File: src/rtl/pong_score_pkg.sv
// rtl/pong_score_pkg.sv - shared match state, score width and side encodings for the pong score path
package pong_score_pkg;

    typedef enum logic [1:0] {
        IDLE       = 2'd0,
        SERVE_WAIT = 2'd1,
        PLAY       = 2'd2,
        OVER       = 2'd3
    } state_e;

    localparam int SCORE_W           = 4;
    localparam int FRAME_CNT_W       = 8;
    localparam int DEFAULT_WIN_SCORE = 9;

    // serve_dir / winner encoding, shared with the ball logic
    localparam logic SIDE_P1 = 1'b0;
    localparam logic SIDE_P2 = 1'b1;

endpackage

File: src/rtl/frame_timer.sv
// rtl/frame_timer.sv - 8-bit frame tick counter with synchronous clear and terminal-count detect
module frame_timer
    import pong_score_pkg::*;
(
    input  logic                   clk,
    input  logic                   reset,
    input  logic                   clear,
    input  logic                   tick,
    input  logic [FRAME_CNT_W-1:0] terminal,
    output logic                   done
);

    logic [FRAME_CNT_W-1:0] count_q;
    logic [FRAME_CNT_W-1:0] count_d;

    // done flags the tick that brings the count up to terminal, so the owner can act on that same edge
    always_comb begin
        count_d = count_q;
        if (clear) begin
            count_d = '0;
        end else if (tick) begin
            count_d = count_q + 1'b1;
        end
        done = tick && ((count_q + 1'b1) == terminal);
    end

    always_ff @(posedge clk) begin
        if (reset) begin
            count_q <= '0;
        end else begin
            count_q <= count_d;
        end
    end

endmodule

File: src/rtl/score_keeper.sv
// rtl/score_keeper.sv - pong score/match controller; SCORE_AUTO_RESTART_EN enables timed restart from OVER
module score_keeper
    import pong_score_pkg::*;
#(
    parameter int WIN_SCORE      = DEFAULT_WIN_SCORE,
    parameter int SERVE_FRAMES   = 60,
    parameter int RESTART_FRAMES = 180
) (
    input  logic               clk,
    input  logic               reset,
    input  logic               frame_tick,
    input  logic               new_game,
    input  logic               goal_left,
    input  logic               goal_right,
    output logic [SCORE_W-1:0] score1,
    output logic [SCORE_W-1:0] score2,
    output logic               serve,
    output logic               serve_dir,
    output logic               in_play,
    output logic               game_over,
    output logic               winner
);

    localparam logic [SCORE_W-1:0]     WIN_T     = SCORE_W'(WIN_SCORE);
    localparam logic [FRAME_CNT_W-1:0] SERVE_T   = FRAME_CNT_W'(SERVE_FRAMES);
    localparam logic [FRAME_CNT_W-1:0] RESTART_T = FRAME_CNT_W'(RESTART_FRAMES);

    state_e               state_q, state_d;
    logic [SCORE_W-1:0]   score1_q, score1_d, score2_q, score2_d;
    logic                 serve_q, serve_d, serve_dir_q, serve_dir_d;
    logic                 in_play_q, in_play_d, game_over_q, game_over_d;
    logic                 winner_q, winner_d;
    logic [SCORE_W-1:0]   inc1, inc2;
    logic                 start;
    logic                 timer_tick, timer_clear, timer_done;
    logic [FRAME_CNT_W-1:0] timer_terminal;

    frame_timer u_frame_timer (
        .clk      (clk),
        .reset    (reset),
        .clear    (timer_clear),
        .tick     (timer_tick),
        .terminal (timer_terminal),
        .done     (timer_done)
    );

    always_comb begin
        state_d        = state_q;
        score1_d       = score1_q;
        score2_d       = score2_q;
        serve_d        = 1'b0;
        serve_dir_d    = serve_dir_q;
        winner_d       = winner_q;
        start          = 1'b0;
        timer_tick     = 1'b0;
        timer_terminal = SERVE_T;
        inc1           = score1_q + 1'b1;
        inc2           = score2_q + 1'b1;

        case (state_q)
            IDLE: start = new_game;
            SERVE_WAIT: begin
                timer_tick = frame_tick;
                if (timer_done) begin
                    serve_d = 1'b1;
                    state_d = PLAY;
                end
            end
            PLAY: begin
                // simultaneous goals cancel out
                if (goal_right && !goal_left) begin
                    score1_d    = inc1;
                    serve_dir_d = SIDE_P2;
                    if (inc1 == WIN_T) begin
                        state_d  = OVER;
                        winner_d = SIDE_P1;
                    end else begin
                        state_d = SERVE_WAIT;
                    end
                end else if (goal_left && !goal_right) begin
                    score2_d    = inc2;
                    serve_dir_d = SIDE_P1;
                    if (inc2 == WIN_T) begin
                        state_d  = OVER;
                        winner_d = SIDE_P2;
                    end else begin
                        state_d = SERVE_WAIT;
                    end
                end
            end
            OVER: begin
                timer_terminal = RESTART_T;
                start          = new_game;
`ifdef SCORE_AUTO_RESTART_EN
                timer_tick = frame_tick && !new_game;
                if (timer_done) begin
                    score1_d    = '0;
                    score2_d    = '0;
                    serve_dir_d = ~winner_q;
                    state_d     = SERVE_WAIT;
                end
`endif
            end
            default: state_d = IDLE;
        endcase

        if (start) begin
            score1_d    = '0;
            score2_d    = '0;
            serve_dir_d = SIDE_P2;
            state_d     = SERVE_WAIT;
        end

        // every state change restarts the shared timer from zero
        timer_clear = (state_d != state_q);
        in_play_d   = (state_d == PLAY);
        game_over_d = (state_d == OVER);
    end

    always_ff @(posedge clk) begin
        if (reset) begin
            state_q     <= IDLE;
            score1_q    <= '0;
            score2_q    <= '0;
            serve_q     <= 1'b0;
            serve_dir_q <= SIDE_P2;
            in_play_q   <= 1'b0;
            game_over_q <= 1'b0;
            winner_q    <= SIDE_P1;
        end else begin
            state_q     <= state_d;
            score1_q    <= score1_d;
            score2_q    <= score2_d;
            serve_q     <= serve_d;
            serve_dir_q <= serve_dir_d;
            in_play_q   <= in_play_d;
            game_over_q <= game_over_d;
            winner_q    <= winner_d;
        end
    end

    assign score1    = score1_q;
    assign score2    = score2_q;
    assign serve     = serve_q;
    assign serve_dir = serve_dir_q;
    assign in_play   = in_play_q;
    assign game_over = game_over_q;
    assign winner    = winner_q;

endmodule

File: config.mk
export PLATFORM = sky130hd
export DESIGN_NAME = score_keeper
export DESIGN_NICKNAME = d
export VERILOG_FILES = /design/src/rtl/pong_score_pkg.sv /design/src/rtl/frame_timer.sv /design/src/rtl/score_keeper.sv
export SDC_FILE = /design/constraint.sdc
export NUM_CORES = 1
export LEC_CHECK = 0
export CELL_PAD_IN_SITES_DETAIL_PLACEMENT = 1
export CELL_PAD_IN_SITES_GLOBAL_PLACEMENT = 1
export CORE_MARGIN = 4
export CORE_UTILIZATION = 36
export DETAILED_ROUTE_END_ITERATION = 8
export PLACE_DENSITY_LB_ADDON = 0.1
export SYNTH_ARGS = -nofsm -noshare
export SYNTH_HDL_FRONTEND = slang
export SYNTH_SLANG_ARGS = --single-unit
File: constraint.sdc
create_clock -name clk -period 2.05 [get_ports clk]
set_input_delay 0.41 -clock clk [delete_from_list [all_inputs] [get_ports clk]]
set_output_delay 0.41 -clock clk [all_outputs]
set_load 0.01 [all_outputs]
==> results of run 1 <==
[per-stage QoR]
step	cells	hold slack (ns)	setup slack (ns)	utilization, %	TNS, ns
floorplan	188	0.508	0.0695	-	0
global placement	275	0.446	-0.386	47.2	-3.33
detailed placement	275	0.455	-0.519	47.2	-4.70
CTS	280	0.479	0.0100	49.8	0
global route	282	0.498	-0.0285	52.4	-0.118
finish	282	0.477	0.0871	52.4	0
[final timing paths]
| kind | cells after the start | slack (ns) | startpoint | to |
|---|---|---|---|---|
| hold reg to reg | 1 | 0.48 | serve_dir$_SDFFE_PP1P_ | serve_dir$_SDFFE_PP1P_ |
| setup reg to reg | 6 | 0.09 | u_frame_timer.count_q[2]$_SDFFE_PP0P_ | u_frame_timer.count_q[6]$_SDFFE_PP0P_ |
| hold / removal | 1 | 0.48 | serve_dir$_SDFFE_PP1P_ | serve_dir$_SDFFE_PP1P_ |
| setup / recovery | 6 | 0.09 | u_frame_timer.count_q[2]$_SDFFE_PP0P_ | u_frame_timer.count_q[6]$_SDFFE_PP0P_ |
[state kept, by name, indices dropped and copies added (netlist names)]
register / count
u_frame_timer.count_q: 8
score2: 4
winner: 1
score1: 4
in_play: 1
serve_dir: 1
game_over: 1
serve: 1
state_q: 2
[cell type report]
cell class	instances	share of cell area, %
Timing Repair Buffer	47	19.4
Tap cell	50	2.98
Inverter	11	1.97
Clock buffer	4	2.15
Multi-Input combinational cell	147	51.4
Sequential cell	23	22.1
[metal layers]
metal / track usage, % / vias up / part of all wire (%)
met5: 0 / - / 0
met4: 4.59 / 0 / 0.94
met3: 4.57 / 6 / 2.4
met2: 31.2 / 20 / 49
met1: 21.5 / 693 / 47
li1: - / 741 / -
[placed cells by master (no fill, tap or decap), drive strengths merged, types with 7 or more instances in the layout]
master,synthesis,final
dfxtp,23,23
nand2,18,18
nor3,17,17
xor2,9,9
a21oi,7,7
ha,11,11
inv,11,11
nand3,13,13
buf,1,29
clkdlybuf4s50,0,16
nor2,19,19
o21ai,7,7
[what timing repair did]
item,in CTS,in global routing
hold buffers,0,0
pin swaps,4,6
setup endpoints to repair,8,11
setup buffers,1,2
gates resized for setup,9,21
[worst max-delay path, cell delays in order, from the launching register on]
cell and delay [ns]:
dfxtp_1 0.45, nand2_2 0.09, or3_1 0.41, a211oi_4 0.35, and3_2 0.28, o21a_4 0.21, nor3_1 0.07
[where the power goes]
group | leakage (uW) | total, uW | switching [uW] | internal [uW]
Sequential | 0.000186 | 458 | 6.36 | 451
Clock | 0.0000228 | 299 | 160 | 139
Combinational | 0.000674 | 165 | 89.9 | 75.2
[cells by family (layout without fill, tap and decap cells)]
family	after synthesis	in the layout	share of synthesized area (%)
AND/OR/NAND/NOR	89	89	29.8
XOR/XNOR	15	15	8.85
buffers and inverters	18	62	5.06
flip-flops	23	23	31.0
AO/OA/AOI/OAI	30	30	14.6
adder cells (fa/ha/maj)	11	11	9.27
multiplexers	2	2	1.35
[Yosys cell counts, types with 2 or more instances]
master	n	area, sq um
nand2_1	17	63.8
nand4_1	3	18.8
and3_1	2	12.5
or3_1	2	12.5
nand3_1	12	60.1
o31ai_1	2	15.0
clkbuf_1	6	22.5
nor3_1	17	85.1
xor2_1	9	78.8
nor2_1	19	71.3
a31oi_1	3	18.8
and3_2	2	15.0
a21oi_1	7	35.0
nor3b_1	3	22.5
mux2i_1	2	20.0
xnor2_1	6	52.6
and2_1	3	18.8
nand2b_1	4	25.0
o21ai_0	7	35.0
inv_1	11	41.3
dfxtp_1	23	460
ha_1	11	138
==> qor.txt, run 1 <==
I/O pin count = 19
Final Instance Area = 0.00210 sq mm
Fin. Hold Viols = 0
Final Skew = 0.00274 ns
Seq cells post-synth = 23
Total CTS buffers = 3
Yosys cell types = 39
Pwr per Cell Area = 440 mW/mm^2
Die ar. = 0.00521 sq mm
Clock sinks = 23
CP Data Required Time = 2.22 ns
Clock transition at path regs = 0.09 ns
Overflow after GRT = 0
Core area = 0.00400 sq mm
# diodes = 0
GRT Total Usage = 17.8%
Drt initial violations = 47
DRC viols = 0
DR pass1 iterations = 4
Hpwl dp = 3.31 mm
Maximum VDD drop = 0.351 mV
Tcrit/Tclk final = 95.8%
First-pass GRT wire length = 7.39 mm
Layout area overhead = 41.3%
Max Fanout on Critical Path = 8
Largest net degree at the start of global routing = 13
Max-cap violations = 0
Initial antenna violation count = 0
PnR Total Power = 922 uW
DR vias = 1460
Clk Latency, worst-skew pair = 0.27 ns
LEAKAGE = 0.000883 uW
PortBufs = 18
Register area share after synthesis = 31.0%
Register area = 463 sq um
# fillers = 495
CTS root buf = clkbuf_8
Die Y = 72.2 microns
Die W = 72.2 microns
Number of synthesized flops with an enable pin = 0
Initial Util = 37.1%
Deepest clock path buffer count = 2
Via-to-Cell Ratio = 5.18
Final Max Slew Viols = 0
Layout cells sized above 1 = 27.6%
Antenna-violating nets left = 0
Most used DFF post-synth = dfxtp_1
Critical Path End Type = flip-flop
Worst hold-check path type = flip-flop to flip-flop
Outcome = finished, final reports clean
Multi-input logic area = 0.00108 sq mm
Htree depth = 1
Floorplan row count = 23
GPL Wtd Cong = 0.785
Nets = 250
Slew @ Worst Pin = 0.340 ns
Fmax = 509 MHz
Asr flop ratio synth = 0%
Routed len/inst = 15.8 microns
Placed cell area = 0.00189 sq mm
Max_slew headroom = 77.1%
YS warnings = 0
Setup violations, final = 0
TritonCTS clock tree = done
Avg Cell Area, Syn = 7.89 sq um
Vias in the first global route = 1613
Detailed Route WL = 4.47 mm
Cells after synthesis = 188
Tmin final = 1.96 ns
Startpoint Class = flip-flop
Cell area after synthesis = 0.00148 sq mm
Arrival time at the worst endpoint = 2.13 ns
WS Path Type = flip-flop to flip-flop
Syn nets = 205
Power figures use the tool's default switching activity.
==> run 2, diff against run 1 <==
- CAP_MARGIN: not set -> 20
- REMOVE_ABC_BUFFERS: not set -> 1
==> qor.txt, run 2 (synthesis results as in run 1) <==
Die Y = 72.2 microns (unchanged)
DRC viols = 0 (unchanged)
Slowest stage delay, CP = 0.38 ns (was 0.45 ns)
CTS root buf = clkbuf_8 (unchanged)
Max-cap violations = 0 (unchanged)
Max Fanout on Critical Path = 8 (unchanged)
Die ar. = 0.00521 sq mm (unchanged)
Startpoint Class = flip-flop (unchanged)
Cell family with most CP delay = compound AO/OA/AOI/OAI gates (was simple AND/OR/NAND/NOR gates)
FF-to-FF path depth = 7 (was 6)
Overflow after GRT = 0 (unchanged)
Htree depth = 1 (unchanged)
Via-to-Cell Ratio = 5.31 (was 5.18)
Floorplan row count = 23 (unchanged)
RR Endpoint = u_frame_timer.count_q[6]$_SDFFE_PP0P_ (unchanged)
Critical Path End = u_frame_timer.count_q[6]$_SDFFE_PP0P_ (unchanged)
Source of the critical timing path = u_frame_timer.count_q[0]$_SDFFE_PP0P_ (was u_frame_timer.count_q[2]$_SDFFE_PP0P_)
R2r startpoint = u_frame_timer.count_q[0]$_SDFFE_PP0P_ (was u_frame_timer.count_q[2]$_SDFFE_PP0P_)
CP Cell Sequence = ha_1 -> nand3_1 -> o21a_1 -> a211oi_4 -> and3_2 -> o21a_4 -> nor3_1 (was nand2_2 -> or3_1 -> a211oi_4 -> and3_2 -> o21a_4 -> nor3_1)
I/O pin count = 19 (unchanged)
Arrival time at the worst endpoint = 2.11 ns (was 2.13 ns)
DR vias = 1460 (unchanged)
PortBufs = 18 (unchanged)
Routed len/inst = 15.3 microns (was 15.8 microns)
GPL Wtd Cong = 0.824 (was 0.785)
Detailed Route WL = 4.21 mm (was 4.47 mm)
Core area = 0.00400 sq mm (unchanged)
Multi-input logic area = 0.00110 sq mm (was 0.00108 sq mm)
Tmin final = 1.95 ns (was 1.96 ns)
Drt initial violations = 89 (was 47)
Clk Latency, worst-skew pair = 0.27 ns (about the same)
Fmax = 514 MHz (was 509 MHz)
Worst hold-check path type = flip-flop to flip-flop (unchanged)
GRT Total Usage = 17.3% (was 17.8%)
Slew @ Worst Pin = 0.370 ns (was 0.340 ns)
Total CTS buffers = 3 (unchanged)
Max FFs per register = 8 (unchanged)
First-pass GRT wire length = 7.12 mm (was 7.39 mm)
Fin. Hold Viols = 0 (unchanged)
Deepest clock path buffer count = 2 (unchanged)
Setup ws final = 0.103 ns (was 0.0871 ns)
Pwr per Cell Area = 437 mW/mm^2 (was 440 mW/mm^2)
TritonCTS clock tree = done (unchanged)
Antenna-violating nets left = 0 (unchanged)
Tcrit/Tclk final = 95.0% (was 95.8%)
Final Max Slew Viols = 0 (unchanged)
Clock transition at path regs = 0.09 ns (about the same)
FF-to-FF setup slack = 0.10 ns (was 0.09 ns)
# fillers = 466 (was 495)
Setup TNS = 0 ns (unchanged)
Layout area overhead = 39.8% (was 41.3%)
Layout cells sized above 1 = 28.0% (was 27.6%)
Setup violations, final = 0 (unchanged)
Largest net degree at the start of global routing = 14 (was 13)
CP Depth = 7 (was 6)
LEAKAGE = 0.000834 uW (was 0.000883 uW)
Commonest non-fill, non-tap cell in the layout = buf_4 (unchanged)
WS Path Type = flip-flop to flip-flop (unchanged)
Final Skew = 0.00542 ns (was 0.00274 ns)
Initial Util = 37.1% (unchanged)
Top reg by flops = u_frame_timer.count_q (unchanged)
Die W = 72.2 microns (unchanged)
Max_slew headroom = 75.3% (was 77.1%)
CP max stage cell = dfxtp_2 (was dfxtp_1)
Pre-CTS WS = -0.450 ns (was -0.519 ns)
Nets = 243 (was 250)
Final Util = 51.9% (was 52.4%)
Commonest non-fill, non-tap cells in the layout = buf_4, dfxtp_1, nor2_1 (unchanged)
Register area = 465 sq um (was 463 sq um)
Buf/Inv on CP = 0 (unchanged)
Initial antenna violation count = 0 (unchanged)
# diodes = 0 (unchanged)
Vias in the first global route = 1556 (was 1613)
PnR Total Power = 907 uW (was 922 uW)
Maximum VDD drop = 0.233 mV (was 0.351 mV)
Hpwl dp = 3.21 mm (was 3.31 mm)
Clock sinks = 23 (unchanged)
DR pass1 iterations = 4 (unchanged)
Critical Path End Type = flip-flop (unchanged)
CP Data Required Time = 2.21 ns (was 2.22 ns)
Outcome = finished, final reports clean (unchanged)
## run 2: how the worst min path moves through the flow
stage	from	to	depth (start not counted)
2_1_floorplan	reset	serve$_SDFF_PP0_	1
3_3_place_gp	serve_dir$_SDFFE_PP1P_	serve_dir$_SDFFE_PP1P_	1
3_5_place_dp	serve_dir$_SDFFE_PP1P_	serve_dir$_SDFFE_PP1P_	1
4_1_cts	serve_dir$_SDFFE_PP1P_	serve_dir$_SDFFE_PP1P_	1
5_1_grt	serve_dir$_SDFFE_PP1P_	serve_dir$_SDFFE_PP1P_	1
6_report	serve_dir$_SDFFE_PP1P_	serve_dir$_SDFFE_PP1P_	1
## run 2: routing by layer
metal / vias to the layer above / GRT usage [%] / routed length (microns)
met2: 16 / 29.4 / 2060
met5: - / 0 / 0
met3: 4 / 3.46 / 141
li1: 726 / - / -
met4: 0 / 3.97 / 33
met1: 714 / 22.4 / 1980
## run 2: report_power, final
part	total, uW	switching, uW	leakage [uW]	internal (uW)
Clock	297	161	0.0000255	136
Sequential	462	10.0	0.000187	452
Combinational	148	82.3	0.000621	65.9
Total	907	253	0.000834	654
## run 2: what timing repair did
item	4_1_cts	5_1_grt
endpoints found under the setup margin	10	12
resized for setup	10	29
pin swaps	4	10
hold endpoints to repair	0	0
hold buffers	0	0
cloned	0	0
setup buffers	0	2
## run 2: cell type report
type,instances,share of cell area [%]
Inverter,11,1.99
Clock inverter,1,0.241
Timing Repair Buffer,40,17.1
Multi-Input combinational cell,147,53.3
Sequential cell,23,22.4
Clock buffer,3,1.99
Tap cell,50,3.02
## run 2: stage by stage
step,instances,hold slack [ns],cell area [sq um]
floorplan,181,0.482,1450
global placement,269,0.446,1840
detailed placement,269,0.454,1840
CTS,273,0.482,1940
global route,275,0.518,2070
finish,275,0.472,2070
==> run 3, diff against run 2 <==
- CORE_UTILIZATION: 36 -> 37
- SLEW_MARGIN: not set -> 25
- SYNTH_HIERARCHICAL: not set -> 1
==> qor.txt, run 3 <==
Outcome = complete, but fails checks (was finished, final reports clean)
Failing checks = setup timing
Slowest stage delay, CP = 0.39 ns (was 0.38 ns)
Initial Util = 39.2% (was 37.1%)
Post-synth top cells = dfxtp_1, nor2_1, inv_1 (was dfxtp_1, nor2_1, nand2_1, nor3_1, nand3_1)
Setup TNS = -7.57 ns (was 0 ns)
Deepest clock path buffer count = 2 (unchanged)
Final Instance Area = 0.00229 sq mm (was 0.00207 sq mm)
Most used DFF post-synth = dfxtp_1 (unchanged)
I/O pin count = 19 (unchanged)
Layout cells sized above 1 = 30.4% (was 28.0%)
YS warnings = 6 (was 0)
Layout area overhead = 42.7% (was 39.8%)
Commonest non-fill, non-tap cell in the layout = buf_4 (unchanged)
Final Max Slew Viols = 0 (unchanged)
Nets = 280 (was 243)
Die ar. = 0.00544 sq mm (was 0.00521 sq mm)
Number of synthesized flops with an enable pin = 0 (unchanged)
CP max stage cell = a2111oi_4 (was dfxtp_2)
Post-synthesis compound-gate area fraction = 19.3% (was 14.6%)
Avg Cell Area, Syn = 8.21 sq um (was 7.89 sq um)
Asr flop ratio synth = 0% (unchanged)
Die Y = 73.8 microns (was 72.2 microns)
Mux share of post-synthesis cell area = 1.88% (was 1.35%)
CP Cell Sequence = ha_4 -> xor2_2 -> or2_4 -> o32a_1 -> a2111oi_4 -> nand2b_4 -> nand3_2 -> mux2i_1 -> buf_4 -> a21oi_1 -> nor3_1 -> or2_4 -> nor2_2 (was ha_1 -> nand3_1 -> o21a_1 -> a211oi_4 -> and3_2 -> o21a_4 -> nor3_1)
Via-to-Cell Ratio = 5.10 (was 5.31)
TritonCTS clock tree = done (unchanged)
PortBufs = 18 (unchanged)
Clock transition at path regs = 0.08 ns (was 0.09 ns)
Clk Latency, worst-skew pair = 0.27 ns (about the same)
Maximum VDD drop = 0.405 mV (was 0.233 mV)
# diodes = 0 (unchanged)
Cell area after synthesis = 0.00160 sq mm (was 0.00148 sq mm)
Fmax = 360 MHz (was 514 MHz)
LEAKAGE = 0.000906 uW (was 0.000834 uW)
Register area share after synthesis = 28.7% (was 31.0%)
Crit path top cell by count = or2_4
Most common cell in the netlist = dfxtp_1 (unchanged)
Fin. Hold Viols = 0 (unchanged)
Yosys cell types = 52 (was 39)
Synth Area in Simple Gates = 24.8% (was 29.8%)
Clock sinks = 23 (unchanged)
WS Path Type = flip-flop to flip-flop (unchanged)
Yosys top cell by area = dfxtp_1 (unchanged)
Arrival time at the worst endpoint = 2.94 ns (was 2.11 ns)
Synth Area in XOR/XNOR = 10.4% (was 8.85%)
Top post-synthesis cells by area = dfxtp_1, ha_1, xor2_1, xnor2_1, nor2_1 (was dfxtp_1, ha_1, nor3_1, xor2_1, nor2_1)
Hpwl dp = 3.75 mm (was 3.21 mm)
CTS root buf = clkbuf_8 (unchanged)
# fillers = 509 (was 466)
Max Fanout on Critical Path = 8 (unchanged)
Placed cell area = 0.00214 sq mm (was 0.00184 sq mm)
Cells after synthesis = 195 (was 188)
Die W = 73.8 microns (was 72.2 microns)
GRT Total Usage = 19.6% (was 17.3%)
Startpoint Class = flip-flop (unchanged)
Seq cells post-synth = 23 (unchanged)
Setup violations, final = 12 (was 0)
Buf/Inv on CP = 1 (was 0)
Critical Path End Type = flip-flop (unchanged)
Tcrit/Tclk final = 135% (was 95.0%)
GPL Wtd Cong = 0.773 (was 0.824)
Max-cap violations = 0 (unchanged)
Top reg by flops = u_frame_timer/count_q (was u_frame_timer.count_q)
Overflow after GRT = 0 (unchanged)
DRC viols = 0 (unchanged)
WHS = 0.486 ns (was 0.472 ns)
Largest net degree at the start of global routing = 13 (was 14)
Worst hold-check path type = flip-flop to flip-flop (unchanged)
Floorplan row count = 23 (unchanged)
# hold bufs at CTS = 0 (unchanged)
Cell family with most CP delay = simple AND/OR/NAND/NOR gates (was compound AO/OA/AOI/OAI gates)
Setup ws final = -0.727 ns (was 0.103 ns)
Vias in the first global route = 1813 (was 1556)
Htree depth = 1 (unchanged)
Pwr per Cell Area = 725 mW/mm^2 (was 437 mW/mm^2)
Commonest non-fill, non-tap cells in the layout = buf_4, dfxtp_1, clkdlybuf4s50_1 (was buf_4, dfxtp_1, nor2_1)
Drt initial violations = 48 (was 89)
Adder-cell share of the synthesized area = 7.81% (was 9.27%)
Synth top area share = 28.8% (was 31.0%)
DR vias = 1597 (was 1460)
Unrepaired setup endpoints after global routing = yes
DR pass1 iterations = 4 (unchanged)
Routed len/inst = 15.5 microns (was 15.3 microns)
Final Skew = 0.00145 ns (was 0.00542 ns)
CP Data Required Time = 2.22 ns (was 2.21 ns)
Tmin final = 2.78 ns (was 1.95 ns)
Main combinational cell family by area after synthesis = simple AND/OR/NAND/NOR gates (unchanged)
Initial antenna violation count = 0 (unchanged)
Max FFs per register = 8 (unchanged)
Total CTS buffers = 3 (unchanged)
Core area = 0.00409 sq mm (was 0.00400 sq mm)
PnR Total Power = 1660 uW (was 907 uW)
Detailed Route WL = 4.87 mm (was 4.21 mm)
First-pass GRT wire length = 8.29 mm (was 7.12 mm)
Antenna-violating nets left = 0 (unchanged)
## run 3: changes by cell type in the layout (fill, tap and decap cells not counted), sizes merged, moves of 3 or more
cell	change
and3	-3
nand2	-5
conb	+10
or2	+4
inv	+4
xnor2	+3
nor3	-11
buf	+23
## run 3: cell families (layout without fill, tap and decap cells)
family                   after synthesis  after routing
flip-flops                            23             23
XOR/XNOR                              19             19
adder cells (fa/ha/maj)               10             10
multiplexers                           3              3
other                                  2             10
AO/OA/AOI/OAI                         40             40
AND/OR/NAND/NOR                       76             76
buffers and inverters                 22             82
## run 3: final timing paths
| path | startpoint | to | slack, ns | cells after the start |
|---|---|---|---|---|
| worst min register to register | serve_dir$_SDFFE_PP1P_ | serve_dir$_SDFFE_PP1P_ | 0.49 | 1 |
| worst min-delay path | serve_dir$_SDFFE_PP1P_ | serve_dir$_SDFFE_PP1P_ | 0.49 | 1 |
| worst max register to register | state_q[1]$_SDFF_PP0_ | u_frame_timer/count_q[6]$_SDFFE_PP0P_ | -0.73 | 13 |
| worst max-delay path | state_q[1]$_SDFF_PP0_ | u_frame_timer/count_q[6]$_SDFFE_PP0P_ | -0.73 | 13 |
## run 3: worst register-to-register path, stage by stage (launching register included)
cell	delay [ns]
dfxtp_2	0.34
ha_4	0.16
xor2_2	0.15
or2_4	0.23
o32a_1	0.33
a2111oi_4	0.40
nand2b_4	0.21
nand3_2	0.07
mux2i_1	0.14
buf_4	0.16
a21oi_1	0.04
nor3_1	0.18
or2_4	0.21
nor2_2	0.06
## run 3: layout make-up
type / count / area [sq um] / area share (%)
multi-input combinational: 158 / 1140 / 49.9
timing repair buffer: 63 / 518 / 22.7
clock buffer: 4 / 45.0 / 1.97
sequential: 23 / 463 / 20.3
inverter: 15 / 56.3 / 2.46
tap: 50 / 62.6 / 2.74
## run 3: routing by layer
metal | GRT usage [%] | wire length (microns) | vias up
li1 | - | - | 802
met1 | 20.7 | 1970 | 775
met2 | 38.9 | 2740 | 13
met3 | 2.33 | 66 | 7
met4 | 6.84 | 88 | 0
met5 | 0 | 0 | -
## run 3: repair_timing
action | 4_1_cts | 5_1_grt
setup buffers | 3 | 0
pin swaps | 15 | 9
setup endpoints to repair | 12 | 13
gates resized for setup | 13 | 5
## run 3: per-stage QoR
step           setup slack (ns)  util, %  cells
4_1_cts                  -0.676     55.6    313
3_5_place_dp             -0.821     52.4    306
6_report                 -0.727     55.9    313
3_3_place_gp             -0.740     52.4    306
5_1_grt                  -0.833     55.9    313
2_1_floorplan            -0.714        -    196
## run 3: power breakdown
group	internal [uW]	switching [uW]	leakage (uW)
clock network	139	152	0.0000228
registers	488	24.0	0.000187
logic	417	437	0.000696
==> patch 1: new RTL, config.mk and constraints of run 2 <==
The parameter `SERVE_FRAMES` goes from 60 to 59.
--- a/src/rtl/score_keeper.sv
+++ b/src/rtl/score_keeper.sv
@@ -5,3 +5,3 @@
     parameter int WIN_SCORE      = DEFAULT_WIN_SCORE,
-    parameter int SERVE_FRAMES   = 60,
+    parameter int SERVE_FRAMES   = 59,
     parameter int RESTART_FRAMES = 180
Behaviour: same outputs for any inputs over 10 cycles, from zero or initial values and one cycle with reset high; that may be too few to reach the edited logic, so the function may still have changed.
==> patch 1 against run 2 <==
Final area is 9.5% higher; core utilization increased by 4.1 points; setup slack got worse by 0.081 ns; area after synthesis increased by 3.0%; power down 3.9%; routed wire length is 5.5% higher; hold slack worse by 0.0018 ns; global-route usage fell by 0.29 points; sequential cell count did not move; critical path type unchanged; largest cell class unchanged; largest power group unchanged.
==> patch 1: results (changes against run 2) <==
Place:
- The post-DP HPWL is 3.34 mm (was 3.21 mm).
- The placer congestion estimate was 0.845 (was 0.824).

Clocking:
- The number of buffers created by CTS was 3 (unchanged).
- The clock latency of the later-clocked register in the worst-skew pair is 0.27 ns (about the same).
- The level count of the clock H-tree is 1 (unchanged).

STA:
- The actual slew at the worst max-slew pin is 0.392 ns (was 0.370 ns).
- The final setup skew is 0.00523 ns (was 0.00542 ns).

Critical path:
- The data arrival time at the worst-slack endpoint is 2.24 ns (was 2.11 ns).
- The largest fanout on the critical path came to 4 (was 8).
- The maximum cell stage delay along the critical path is a little under 0.4 ns.
- The cell with the biggest individual delay on the critical path is a2111oi_4 (was dfxtp_2).

Final layout:
- The number of nets in the finished design came to 246 (was 243).
- The flip-flop count of the largest register, all copies and words added is 8 (unchanged).
- The layout cell share with drive strength beyond 1 is 0.354 (was 0.280).
- The filler cell count in the final layout is 477 (was 466).

Synth:
- Synth top cells by count: dfxtp_1 (23), nand2_1 (14), nor2_1 (14) (was dfxtp_1 (23), nor2_1 (19), nand2_1 (17), nor3_1 (17), nand3_1 (12)).
- Synth area leaders: dfxtp_1 (30%), ha_1 (8.2%), xor2_1 (4.6%) (was dfxtp_1 (31%), ha_1 (9.3%), nor3_1 (5.7%)).
- The unique cell type count in the Yosys netlist came to 45 (was 39).
- The main flop type after synthesis is dfxtp_1 (unchanged).
- The synthesis warning total was 0 (unchanged).
- The sequential area share after synthesis was 0.301 (was 0.310).
- The async set-or-reset flop fraction in the synthesized netlist is 0 (unchanged).

Global route:
- The first-pass GRT wire length is 7.23 mm (was 7.12 mm).
- The total track usage is 0.170 (was 0.173).
- The pin count of the biggest net entering global routing is 13 (was 14).

Power and ir drop:
- The static leakage came to 0.000786 µW (was 0.000834 µW).
- The peak ir drop on the vdd network is 0.000204 V (was 0.000233 V).
- The net switching power figure is 228 µW (was 253 µW).

Detailed routing:
- The first-iteration detailed-routing DRC count is 38 (was 89).
- The total iterations of the first detailed-routing run was 3 (was 4).
- The via count was 1,454 (was 1,460).
- The mean routed wirelength per cell came to 15.9 µm (was 15.3 µm).

Status:
- Status: completed (unchanged).
patch 1: layout make-up:
cell class,instances,area (µm²),share of cell area
multi-input cells,135,1170,0.515
inverters,13,51.3,0.0226
clock buffers,4,45.0,0.0198
repair buffers,54,460,0.203
well taps,50,62.6,0.0275
flip-flops and latches,23,483,0.213
patch 1: path summary, 6_finish.rpt:
| check | start | to | slack [ns] | cells past startpoint |
|---|---|---|---|---|
| worst min-delay path | serve_dir$_SDFFE_PP1P_ | serve_dir$_SDFFE_PP1P_ | 0.47 | 2 |
| worst max-delay path | u_frame_timer.count_q[0]$_SDFFE_PP0P_ | game_over$_SDFF_PP0_ | 0.02 | 8 |
| worst min register to register | serve_dir$_SDFFE_PP1P_ | serve_dir$_SDFFE_PP1P_ | 0.47 | 2 |
| worst max register to register | u_frame_timer.count_q[0]$_SDFFE_PP0P_ | game_over$_SDFF_PP0_ | 0.02 | 8 |
patch 1: kinds of logic (layout without fill, tap and decap cells):
group,Yosys count,count (layout),share of synthesized area
AND/OR/NAND/NOR,69,69,0.250
XOR/XNOR,15,15,0.0859
multiplexers,3,3,0.0196
adder cells (fa/ha/maj),10,10,0.0818
AO/OA/AOI/OAI,38,38,0.196
buffers and inverters,23,71,0.0663
flip-flops,23,23,0.301
patch 1: worst max-delay path: cells and delay by family (launching register included):
family / cells / cell delay (ns)
flops: 1 / 0.37
xor+xnor: 1 / 0.16
buf+inv: 1 / 0.15
fa+ha+maj: 1 / 0.17
compound gates: 2 / 0.53
simple gates: 3 / 0.58
patch 1: metrics by stage:
stage	TNS, ns	worst slack (ns)	total power [µW]	instance area, µm²	instances
3_5_place_dp	-6.17	-0.550	577	1960	271
5_1_grt	-0.448	-0.0974	923	2270	279
4_1_cts	0	0.00222	874	2100	278
6_report	0	0.0221	872	2270	279
2_1_floorplan	-0.226	-0.0290	521	1480	171
3_3_place_gp	-4.85	-0.438	574	1960	271
patch 1: timing repair:
| action | in CTS | in global routing |
|---|---|---|
| pin swaps | 5 | 13 |
| hold buffers | 0 | 0 |
| resized for setup | 20 | 40 |
| endpoints found under the setup margin | 12 | 11 |
| buffers inserted | 3 | 1 |
patch 1: power groups by stage:
| stage | sequential [µW] | combinational (µW) | clock (µW) |
|---|---|---|---|
| 2_1_floorplan | 466 | 55.0 | 0 |
| 3_3_place_gp | 465 | 108 | 0 |
| 3_5_place_dp | 466 | 111 | 0 |
| 4_1_cts | 454 | 121 | 298 |
| 5_1_grt | 452 | 149 | 322 |
| 6_report | 451 | 137 | 284 |
patch 1: metal layers:
metal	vias to the layer above	part of all wire	wire length, µm	track usage
met5	-	0	0	0
met4	0	0.0095	42	0.0492
met3	5	0.013	59	0.0165
met2	12	0.55	2440	0.311
met1	701	0.43	1900	0.208
li1	736	-	-	-
==> patch 2: new RTL, flow settings as in run 2 <==
Made on the original files. Encoding of `state_e`: now one-hot (4 bits for 4 states).
--- a/src/rtl/pong_score_pkg.sv
+++ b/src/rtl/pong_score_pkg.sv
@@ -3,7 +3,7 @@
 
-    typedef enum logic [1:0] {
-        IDLE       = 2'd0,
-        SERVE_WAIT = 2'd1,
-        PLAY       = 2'd2,
-        OVER       = 2'd3
+    typedef enum logic [3:0] {
+        IDLE       = 4'b0001,
+        SERVE_WAIT = 4'b0010,
+        PLAY       = 4'b0100,
+        OVER       = 4'b1000
     } state_e;
Function: no difference found for any inputs over 10 cycles, from zero or initial values and one cycle with reset high; not proved beyond that.
==> patch 2 against run 2 <==
Area after synthesis is 2.1% lower; largest cell class unchanged; final area is 8.9% lower; non-clock buffer count is 5 lower; sequential cell count is 2 higher; maximum frequency is 0.50% lower; final cell count is 10% lower; routed wire length is 6.7% lower; setup slack worse by 0.0099 ns; via count is 10% lower.
Power is not compared: it rests on default switching activity, and its combinational part moved more than twofold at a synthesized area within 25%.
==> patch 2: results (changes against run 2) <==
Synth:
- The fraction of synthesized cell area taken by the top area cell type was 0.345 (was 0.310).
- The synthesized area per cell is 8.75 µm² (was 7.89 µm²).
- Synth top cells by count: dfxtp_1 (25), a21oi_1 (13), nor2_1 (12) (was dfxtp_1 (23), nor2_1 (19), nand2_1 (17), nor3_1 (17), nand3_1 (12)).
- Synth area leaders: dfxtp_1 (34%), ha_1 (7.8%), xnor2_1 (5.4%) (was dfxtp_1 (31%), ha_1 (9.3%), nor3_1 (5.7%)).
- The synthesis warning total was 0 (unchanged).
- The sequential area share after synthesis came to 0.345 (was 0.310).
- The unique cell type count in the Yosys netlist is 41 (was 39).
- The async set-or-reset flop fraction in the synthesized netlist is 0 (unchanged).

Critical path:
- The data arrival time at the worst-slack endpoint is 2.16 ns (was 2.11 ns).
- The largest fanout on the critical path came to 3 (was 8).
- The worst-case reg-to-reg path depth is 5 (was 7).

Place:
- The post-DP HPWL came to 3.04 mm (was 3.21 mm).
- The cell count after placement is 243 (was 269).
- The placer congestion estimate is 0.823 (was 0.824).
- The placement-stage cell area is 0.00179 mm² (was 0.00184 mm²).

Detailed routing:
- The via count is 1,307 (was 1,460).
- The per-cell via count in the routed design is 5.29 (was 5.31).
- The first-iteration detailed-routing DRC count is 53 (was 89).
- The total iterations of the first detailed-routing run is 4 (unchanged).
- The aggregate routed wire length is 3.93 mm (was 4.21 mm).

Global route:
- The first-pass GRT wire length is 6.73 mm (was 7.12 mm).
- The total track usage came to 0.164 (was 0.173).
- The via count of the first global-routing pass is 1,403 (was 1,556).
- The initial antenna violation count came to 0 (unchanged).

Hold path:
- The worst min-delay path class is register to register (unchanged).
- The worst hold path stage count is 2 (was 1).

Final layout:
- The number of nets in the finished design is 215 (was 243).
- The antenna diode count came to 0 (unchanged).
- The layout cell share with drive strength beyond 1 came to 0.186 (was 0.280).

STA:
- The worst slew margin relative to its limit came to 0.700 (was 0.753).
- The final setup skew is 0.00145 ns (was 0.00542 ns).

Clocking:
- The cell chosen for the clock root is clkbuf_8 (unchanged).

Status:
- Status: completed (unchanged).
==> patch 2: changes by cell type in the layout (fill, tap and decap cells not counted), moves of 4 or more <==
cell / change
nand2_1: -10
dfxtp_1: +5
a21oi_1: +6
nor3_2: -10
nor3_1: +5
nor2_1: -6
buf_4: -4
nand3_1: -5
==> patch 2: repair_timing <==
item	in CTS	in global routing
endpoints found under the setup margin	10	13
pin swaps	0	1
gates resized for setup	3	10
setup buffers	0	0
==> patch 2: worst paths after layout <==
path | from | endpoint | slack [ns]
max | state_q[3]$_SDFF_PP0_ | in_play$_SDFF_PP0_ | 0.09
min | serve_dir$_SDFFE_PP1P_ | serve_dir$_SDFFE_PP1P_ | 0.53
max reg2reg | state_q[3]$_SDFF_PP0_ | in_play$_SDFF_PP0_ | 0.09
min reg2reg | serve_dir$_SDFFE_PP1P_ | serve_dir$_SDFFE_PP1P_ | 0.53
==> patch 2: worst max-delay path, cell delays in order, from the launching register on <==
cell and delay [ns]:
dfxtp_2 0.35, nor4b_4 0.34, nand2_2 0.09, or4_4 0.55, or3_1 0.41, a21oi_1 0.15
==> patch 2: area by class of cell <==
type	count	area, µm²
fillers	441	1880
repair buffers	35	308
inverters	7	26.3
well taps	48	60.1
clock buffers	4	45.0
multi-input cells	128	950
flip-flops and latches	25	502
==> patch 2: cells by family (layout without fill, tap and decap cells) <==
logic type,Yosys count,in the layout,share of synthesized area
simple gates,69,69,0.288
mux,3,3,0.0207
xor+xnor,15,15,0.0904
buf+inv,13,46,0.0379
compound gates,32,32,0.141
fa+ha+maj,9,9,0.0775
flops,25,25,0.345
==> patch 2: stage by stage <==
step	worst slack (ns)	hold WS [ns]	total power, µW	TNS (ns)
global route	-0.00834	0.565	892	-0.00834
detailed placement	-0.297	0.492	571	-2.23
CTS	0.0168	0.509	864	0
floorplan	0.0254	0.479	533	0
global placement	-0.155	0.488	568	-1.41
finish	0.0931	0.528	854	0
==> patch 2: power groups by stage <==
stage	combinational [µW]	sequential [µW]	clock, µW
after floorplan	28.1	505	0
after global placement	66.5	502	0
after detailed placement	68.4	502	0
after CTS	70.1	491	303
after global routing	80.2	491	321
final	73.6	491	290
==> patch 2: per-layer routing <==
layer  GRT usage  up-vias  share of wire
met5           0        -              0
met4      0.0480        0         0.0061
met3      0.0379        2          0.030
met2       0.283       14           0.50
met1       0.203      634           0.47
li1            -      657              -
